[src/rtl/data_pipe_if.sv]
// data_pipe_if: issue and result handshake bundle for the two-stage ALU pipe
interface data_pipe_if #(
  parameter int REGWIDTH  = 5,
  parameter int DATAWIDTH = 32
);
  logic                 in_valid, in_ready;
  logic [REGWIDTH-1:0]  rs1, rs2, rd;
  logic                 RegWrite, ALUsrc;
  logic [2:0]           ALUctrl;
  logic [DATAWIDTH-1:0] ImmOp;
  logic                 out_valid, out_ready;
  logic [DATAWIDTH-1:0] ALUout, ALUop1, regOp2;
  logic                 EQ, out_RegWrite;
  logic [REGWIDTH-1:0]  out_rd;
  modport master (
    output in_valid, rs1, rs2, rd, RegWrite, ALUsrc, ALUctrl, ImmOp, out_ready,
    input  in_ready, out_valid, ALUout, ALUop1, regOp2, EQ, out_RegWrite, out_rd
  );
  modport slave (
    input  in_valid, rs1, rs2, rd, RegWrite, ALUsrc, ALUctrl, ImmOp, out_ready,
    output in_ready, out_valid, ALUout, ALUop1, regOp2, EQ, out_RegWrite, out_rd
  );
endinterface

[src/rtl/data_pipe_top_level.sv]
// data_pipe_top_level: register file plus two-stage forwarding ALU pipeline
module data_pipe_top_level #(
  parameter int REGWIDTH  = 5,
  parameter int DATAWIDTH = 32
) (
  input  logic                 clk,
  input  logic                 rst,
  input  logic                 flush,
  input  logic                 wb_we,
  input  logic [REGWIDTH-1:0]  wb_rd,
  input  logic [DATAWIDTH-1:0] wb_data,
  output logic [DATAWIDTH-1:0] a0,
  data_pipe_if.slave           io
);
  localparam int NUMREGS = 2**REGWIDTH;
  localparam int SW      = $clog2(DATAWIDTH);
  if (REGWIDTH < 4) begin : g_rw_chk
    $error("REGWIDTH must be >= 4");
  end
  if (DATAWIDTH < 8 || (DATAWIDTH & (DATAWIDTH - 1)) != 0) begin : g_dw_chk
    $error("DATAWIDTH must be a power of two >= 8");
  end
  logic [DATAWIDTH-1:0] regs [NUMREGS];
  logic                 s1_valid, s1_rw, s1_src;
  logic [2:0]           s1_ctrl;
  logic [REGWIDTH-1:0]  s1_rd;
  logic [DATAWIDTH-1:0] s1_op1, s1_op2, s1_imm;
  logic                 s2_valid, s2_rw, s2_eq;
  logic [REGWIDTH-1:0]  s2_rd;
  logic [DATAWIDTH-1:0] s2_alu, s2_op1, s2_op2;
  logic                 s2_ready, accept;
  logic [DATAWIDTH-1:0] op2, alu, fwd1, fwd2;
  assign s2_ready    = !s2_valid || io.out_ready;
  assign io.in_ready = !s1_valid || s2_ready;
  assign accept      = io.in_valid && io.in_ready && !flush;
  assign op2         = s1_src ? s1_imm : s1_op2;
  assign a0          = regs[10];
  // Youngest producer wins: S1 result, then S2 result, then the same-cycle write port
  assign fwd1 = io.rs1 == '0 ? '0
              : (s1_valid && s1_rw && s1_rd == io.rs1) ? alu
              : (s2_valid && s2_rw && s2_rd == io.rs1) ? s2_alu
              : (wb_we && wb_rd == io.rs1) ? wb_data : regs[io.rs1];
  assign fwd2 = io.rs2 == '0 ? '0
              : (s1_valid && s1_rw && s1_rd == io.rs2) ? alu
              : (s2_valid && s2_rw && s2_rd == io.rs2) ? s2_alu
              : (wb_we && wb_rd == io.rs2) ? wb_data : regs[io.rs2];
  always_comb begin
    case (s1_ctrl)
      3'b000:  alu = s1_op1 + op2;
      3'b001:  alu = s1_op1 - op2;
      3'b010:  alu = s1_op1 & op2;
      3'b011:  alu = s1_op1 | op2;
      3'b100:  alu = s1_op1 ^ op2;
      3'b101:  alu = {{(DATAWIDTH-1){1'b0}}, $signed(s1_op1) < $signed(op2)};
      3'b110:  alu = s1_op1 << op2[SW-1:0];
      default: alu = s1_op1 >> op2[SW-1:0];
    endcase
  end
  always_ff @(posedge clk or posedge rst) begin
    if (rst) begin
      s1_valid <= 1'b0;
      s1_rw    <= 1'b0;
      s1_src   <= 1'b0;
      s1_ctrl  <= '0;
      s1_rd    <= '0;
      s1_op1   <= '0;
      s1_op2   <= '0;
      s1_imm   <= '0;
      s2_valid <= 1'b0;
      s2_rw    <= 1'b0;
      s2_eq    <= 1'b0;
      s2_rd    <= '0;
      s2_alu   <= '0;
      s2_op1   <= '0;
      s2_op2   <= '0;
    end else begin
      s1_valid <= !flush && (accept || (s1_valid && !s2_ready));
      s2_valid <= !flush && (s2_ready ? s1_valid : s2_valid);
      if (accept) begin
        s1_op1  <= fwd1;
        s1_op2  <= fwd2;
        s1_imm  <= io.ImmOp;
        s1_src  <= io.ALUsrc;
        s1_ctrl <= io.ALUctrl;
        s1_rd   <= io.rd;
        s1_rw   <= io.RegWrite;
      end
      if (s2_ready) begin
        s2_alu <= alu;
        s2_op1 <= s1_op1;
        s2_op2 <= s1_op2;
        s2_eq  <= s1_op1 == op2;
        s2_rd  <= s1_rd;
        s2_rw  <= s1_rw;
      end
    end
  end
  always_ff @(posedge clk or posedge rst) begin
    if (rst) begin
      for (int i = 0; i < NUMREGS; i++) regs[i] <= '0;
    end else if (wb_we && wb_rd != '0) begin
      regs[wb_rd] <= wb_data;
    end
  end
  assign io.out_valid    = s2_valid;
  assign io.ALUout       = s2_alu;
  assign io.ALUop1       = s2_op1;
  assign io.regOp2       = s2_op2;
  assign io.EQ           = s2_eq;
  assign io.out_RegWrite = s2_rw;
  assign io.out_rd       = s2_rd;
endmodule
[src/flat_wrapper.sv]
// flat-port wrapper written by rule: the top's interface ports become plain ports
module data_pipe_top_level_flat 
#(
  parameter int REGWIDTH  = 5,
  parameter int DATAWIDTH = 32
)
  (clk, rst, flush, wb_we, wb_rd, wb_data, a0, io_in_valid, io_rs1, io_rs2, io_rd, io_RegWrite, io_ALUsrc, io_ALUctrl, io_ImmOp, io_out_ready, io_in_ready, io_out_valid, io_ALUout, io_ALUop1, io_regOp2, io_EQ, io_out_RegWrite, io_out_rd);
  data_pipe_if #(.REGWIDTH(REGWIDTH), .DATAWIDTH(DATAWIDTH)) io_i ();
  input  logic clk;
  input  logic rst;
  input  logic flush;
  input  logic wb_we;
  input  logic [REGWIDTH-1:0] wb_rd;
  input  logic [DATAWIDTH-1:0] wb_data;
  output logic [DATAWIDTH-1:0] a0;
  input wire logic [$bits(io_i.in_valid)-1:0] io_in_valid;
  input wire logic [$bits(io_i.rs1)-1:0] io_rs1;
  input wire logic [$bits(io_i.rs2)-1:0] io_rs2;
  input wire logic [$bits(io_i.rd)-1:0] io_rd;
  input wire logic [$bits(io_i.RegWrite)-1:0] io_RegWrite;
  input wire logic [$bits(io_i.ALUsrc)-1:0] io_ALUsrc;
  input wire logic [$bits(io_i.ALUctrl)-1:0] io_ALUctrl;
  input wire logic [$bits(io_i.ImmOp)-1:0] io_ImmOp;
  input wire logic [$bits(io_i.out_ready)-1:0] io_out_ready;
  output wire logic [$bits(io_i.in_ready)-1:0] io_in_ready;
  output wire logic [$bits(io_i.out_valid)-1:0] io_out_valid;
  output wire logic [$bits(io_i.ALUout)-1:0] io_ALUout;
  output wire logic [$bits(io_i.ALUop1)-1:0] io_ALUop1;
  output wire logic [$bits(io_i.regOp2)-1:0] io_regOp2;
  output wire logic [$bits(io_i.EQ)-1:0] io_EQ;
  output wire logic [$bits(io_i.out_RegWrite)-1:0] io_out_RegWrite;
  output wire logic [$bits(io_i.out_rd)-1:0] io_out_rd;
  assign io_i.in_valid = io_in_valid;
  assign io_i.rs1 = io_rs1;
  assign io_i.rs2 = io_rs2;
  assign io_i.rd = io_rd;
  assign io_i.RegWrite = io_RegWrite;
  assign io_i.ALUsrc = io_ALUsrc;
  assign io_i.ALUctrl = io_ALUctrl;
  assign io_i.ImmOp = io_ImmOp;
  assign io_i.out_ready = io_out_ready;
  assign io_in_ready = io_i.in_ready;
  assign io_out_valid = io_i.out_valid;
  assign io_ALUout = io_i.ALUout;
  assign io_ALUop1 = io_i.ALUop1;
  assign io_regOp2 = io_i.regOp2;
  assign io_EQ = io_i.EQ;
  assign io_out_RegWrite = io_i.out_RegWrite;
  assign io_out_rd = io_i.out_rd;
  data_pipe_top_level #(.REGWIDTH(REGWIDTH), .DATAWIDTH(DATAWIDTH)) u_core (.clk(clk), .rst(rst), .flush(flush), .wb_we(wb_we), .wb_rd(wb_rd), .wb_data(wb_data), .a0(a0), .io(io_i));
endmodule
[config.mk]
export PLATFORM = sky130hd
export DESIGN_NAME = data_pipe_top_level_flat
export DESIGN_NICKNAME = d
export VERILOG_FILES = /design/src/rtl/data_pipe_if.sv /design/src/rtl/data_pipe_top_level.sv /design/src/flat_wrapper.sv
export SDC_FILE = /design/constraint.sdc
export NUM_CORES = 2
export LEC_CHECK = 0
export BUFFER_PORTS_ARGS = -buffer_cell sky130_fd_sc_hd__buf_2
export CAP_MARGIN = 15
export CORE_MARGIN = 3
export CORE_UTILIZATION = 40
export DETAILED_ROUTE_END_ITERATION = 12
export HOLD_SLACK_MARGIN = 0.05
export PLACE_DENSITY_LB_ADDON = 0.25
export SYNTH_ARGS = -nofsm -noshare
export SYNTH_HDL_FRONTEND = slang
export SYNTH_SLANG_ARGS = --single-unit
[constraint.sdc]
create_clock -name clk -period 62.1 [get_ports clk]
set_clock_uncertainty 0.1 [all_clocks]
set_input_delay 3.105 -clock clk [delete_from_list [all_inputs] [get_ports clk]]
set_output_delay 3.105 -clock clk [all_outputs]
set_load 0.1 [all_outputs]
# After elaboration in Yosys (flattened, before gate mapping)
# Cells that the tools add are included.
[classes] eq_ne=13 addsub=2 reduce_logical=26 n_mux=20 n_lt_le_gt_ge=5 n_shift=2 n_bitwise=6
[ops] cell="$bwmux W1024" count=1
[ops] cell="$mux W32" count=14
[ops] cell="$bmux W32 S5" count=2
[ops] cell="$pmux W32 S7" count=1
[ops] cell="$demux W32 S5" count=1
[ops] cell="$add A32 B32 Y32" count=1
[ops] cell="$and A32 B32 Y32" count=1
[ops] cell="$eq A32 B32 Y1" count=1
[ops] cell="$lt A32 B32 Y1" count=1
[ops] cell="$or A32 B32 Y32" count=1
[ops] cell="$shl A32 B5 Y32" count=1
[ops] cell="$shr A32 B5 Y32" count=1
[ops] cell="$sub A32 B32 Y32" count=1
[ops] cell="$xor A32 B32 Y32" count=1
[ops] cell="$eq A5 B5 Y1" count=6
[ops] cell="$ge A6 B6 Y1 const B" count=3
[ops] cell="$not A5 Y6" count=3
[ops] cell="$logic_and A1 B1 Y1" count=15
[ops] cell="$logic_not A5 Y1" count=2
[ops] cell="$eq A3 B3 Y1 const B" count=3
[ops] cell="$eq A3 B2 Y1 const B" count=2
[ops] cell="$lt A6 B1 Y1 const B" count=1
[ops] cell="$reduce_bool A5 Y1" count=1
[ops] cell="$logic_not A1 Y1" count=4
[ops] cell="4 further kinds" count=6
[word_totals] register_bits=1235 wordCells=121 in_bits=95 out_inout_bits=137

# Depth between registers and ports, before layout
[depth] word_depth=8 mapped_depth=18 depth_no_buf=14

# Worst setup path before layout
# OpenSTA, ideal clock, no wires.
[synth_path] path_type="in2out" from="input port io_out_ready" to="output port io_in_ready" path_stages=2 setup_slack_ns=54.977 arrival_time_ns=3.918 n_path_buf=0 path_cell_list="nor2b_1 -> nand2_1"
[synth_via] elab_chain_len=2
[synth_lines] item="start, declared" line_no="flat_wrapper.sv:24" text="input wire logic [$bits(io_i.out_ready)-1:0] io_out_ready;"
[synth_lines] item="$logic_or A1 B1 Y1" line_no="data_pipe_top_level.sv:33" text="assign s2_ready = !s2_valid || io.out_ready;"
[synth_lines] item="$logic_or A1 B1 Y1" line_no="data_pipe_top_level.sv:34" text="assign io.in_ready = !s1_valid || s2_ready;"
[synth_lines] item="end, declared" line_no="flat_wrapper.sv:25" text="output wire logic [$bits(io_i.in_ready)-1:0] io_in_ready;"
# No other way between the ends.

# Worst setup path in the final report
# Same ends and word-level chain as after synthesis.

==> impl_metrics.py <==
metrics = {
    "worst_setup_path": {
        "start_kind": "input pin",
        "critical-path-top-cell-by-count": "buf_2",
        "required_ns": 58.90,
        "critical_path_arrival_ns": 4.51,
        "critical_path.max_fanout": 16,
        "endpoint_kind": "output port",
        "cpPeakStageDelay_ns": 0.43,
        "slowest_stage": "nor2b_4",
        "critPathKind": "input pin to output port",
        "crit_chain": "buf_2, nor2b_4, nand2_1, buf_2",
    },
    "sta": {
        "maxSlewViolCount": 0,
        "setup_violations": 0,
        "rsz0062_at_grt": "false",
        "setup_tns_ns": 0,
        "finalCritPeriodShare_pct": 12.4,
        "max_slew_margin_pct": 18.1,
        "worst_pin_slew_ns": 1.23,
        "max_freq_mhz": 130,
        "min_period_ns": 7.71,
        "finalHoldViolCount": 0,
    },
    "clocking": {
        "cts_buffers": 142,
        "h-tree-depth": 4,
        "clockBufferDepth": 3,
        "clkTransAtPathRegs_ns": 0.06,
        "cts_tree": "done",
        "clockRootBuffer": "clkbuf_16",
        "ctsResizeCount": 0,
        "post_cts_buffers": 0,
        "clock_sinks": 1235,
        "clk_latency_ns": 0.79,
        "hold_buffers": 0,
    },
    "final_layout": {
        "fin_nets": 5631,
        "syn_to_final_growth_pct": 10.6,
        "drive_above_1_share_pct": 42.7,
    },
    "placement": {
        "dp_hpwl_um": 165000,
        "gp_congestion": 0.992,
        "io_buffers": 231,
    },
    "min_path": {
        "hp-class": "register to register",
    },
    "detailed_routing": {
        "drt-total-wl_um": 258000,
        "first_pass_iters": 6,
        "drc": 0,
        "vias_per_cell": 6.49,
        "num_vias": 51208,
        "avgRoutedWirePerCell_um": 32.7,
        "postRouteAntennaNets": 0,
        "first_iter_violations": 5334,
    },
    "power_and_ir_drop": {
        "leakage_uw": 0.0346,
        "ir_worst_vdd_mv": 0.0275,
        "power_uw": 3050,
        "power.density_nw_per_um2": 38.0,
    },
    "logic_synthesis": {
        "seq_area_frac_synth_pct": 42.6,
        "synthCells": 5512,
        "avgSynthCellArea_um2": 13.2,
        "ys.warnings.count": 0,
        "yosysUniqueCellTypes": 92,
        "yosys_register_bits": 1235,
        "synth_edf_count": 0,
        "ys.flop_type": "dfrtp_1",
        "async_flop_share_pct": 100,
        "netlist_area_um2": 72600,
        "synth_fp_nets": 5721,
    },
    "outcome": {
        "status": "finished, final reports clean",
    },
    "global_route": {
        "grt_pass1_vias": 51379,
        "antenna_found_initial": 15,
        "grt_max_degree": 181,
        "track_usage_pct": 27.4,
        "grt_overflow": 0,
        "grt_pass1_wl_um": 374000,
    },
    "run": {
        "cap_violations": 0,
    },
    "die": {
        "die_h_um": 432,
        "row_count": 155,
        "die_x_um": 432,
        "die_area_um2": 187000,
        "num_io_pins": 232,
        "initial_core_util_pct": 40.5,
        "coreArea_um2": 179000,
    },
}
-- where the power goes --
| group | internal (uW) | leakage, uW | switching [uW] |
|---|---|---|---|
| registers | 965 | 0.0158 | 155 |
| logic | 412 | 0.0164 | 656 |
| clock network | 518 | 0.00237 | 350 |
| total | 1890 | 0.0346 | 1160 |
-- final timing paths --
kind	from	endpoint	slack [ns]	cells after the start
min in group asynchronous	rst	u_core.io.ALUop1[24]$_DFFE_PP0N_	2.36	2
min reg2reg	u_core.regs[1021]$_DFFE_PP0P_	u_core.regs[1021]$_DFFE_PP0P_	0.30	0
max	io_out_ready	io_in_ready	54.39	4
max in group asynchronous	rst	u_core.regs[546]$_DFFE_PP0P_	54.79	7
min	u_core.regs[1021]$_DFFE_PP0P_	u_core.regs[1021]$_DFFE_PP0P_	0.30	0
max reg2reg	u_core.s1_src$_DFFE_PP0P_	u_core.s1_op2[30]$_DFFE_PP0P_	55.79	15
-- per-layer routing --
metal  share of wire [%]  track usage, %  wire length, um  vias up
met1                  40            35.9           102000    27239
li1                    -               -                -    20831
met4                 5.9            14.3            15200        6
met2                  47            43.1           120000     2458
met5               0.014               0               36        -
met3                 7.8            5.41            20200      674
-- kinds of logic after synthesis --
group / Yosys count / share of synthesized area (%)
mux: 1894 / 39.3
flops: 1235 / 42.6
compound gates: 786 / 7.14
simple gates: 731 / 4.36
buf+inv: 691 / 3.96
fa+ha+maj: 114 / 1.98
xor+xnor: 61 / 0.736
-- worst max-delay path: cells and delay by family --
kind	cells	cell delay [ns]
and+or+nand+nor	2	0.84
buffers and inverters	2	0.54
-- flip-flops by register name, summed over array words and instances, names as in the netlist --
register,flops
u_core.s1_op1,32
u_core.regs,992
u_core.io.out_valid,1
u_core.s1_ctrl,3
u_core.io.out_rd,5
u_core.s1_op2,32
u_core.io.out_RegWrite,1
u_core.io.regOp2,32
u_core.s1_valid,1
u_core.a0,32
u_core.io.ALUop1,32
u_core.s1_src,1
u_core.s1_rd,5
u_core.s1_rw,1
u_core.io.EQ,1
u_core.s1_imm,32
u_core.io.ALUout,32
-- area by class of cell --
cell class	count	area [um2]
Fill cell	16078	99000
Multi-Input combinational cell	3586	39000
Sequential cell	1235	30900
Clock buffer	210	4280
Tap cell	2355	2950
Timing Repair Buffer	356	2230
Clock inverter	45	533
Inverter	101	392
Antenna cell	7	17.5
-- synth_stat cells (all sizes together) (15+ instances only) --
library cell	n	share of area, %
mux2	1056	16
dfrtp	1235	43
o21bai	16	0.17
a22oi	31	0.32
a211oi	58	0.60
a21o	16	0.17
a221oi	50	0.60
a31oi	19	0.16
nor2	202	1.0
buf	208	1.4
nor3	25	0.17
inv	99	0.52
nand2b	15	0.13
o21ai	184	1.3
mux2i	184	2.6
nand4	17	0.15
o22ai	46	0.40
o211ai	23	0.25
clkbuf	380	2.0
ha	112	1.9
o221ai	36	0.43
mux4	654	20
a21oi	184	1.3
nand3	42	0.29
xor2	29	0.35
o31ai	26	0.28
xnor2	32	0.39
nand2	347	1.8
-- metrics by stage --
step	setup WS, ns	std cells	instance area, um2	hold WS, ns	utilization, %
5_1_grt	54.08	7889	80300	0.303	44.8
4_1_cts	54.42	7888	80300	0.296	44.8
6_report	54.39	7895	80300	0.296	44.8
3_3_place_gp	53.91	7633	75500	0.276	42.1
3_5_place_dp	53.80	7633	75500	0.283	42.1
2_1_floorplan	24.10	5512	72600	0.341	-
-- cells in the final DEF, fill, tap and decap left out, types with 112 or more instances in the layout --
cell type / netlist / layout
mux2_2: 1056 / 1056
mux2i_1: 179 / 178
clkbuf_16: 0 / 148
buf_2: 42 / 223
nand2_1: 347 / 332
a21oi_1: 183 / 183
o21ai_0: 174 / 174
mux4_2: 653 / 653
nor2_1: 202 / 183
ha_1: 112 / 112
buf_4: 45 / 121
dfrtp_1: 1235 / 1234
Note: power is estimated with default switching activity, not from simulation.
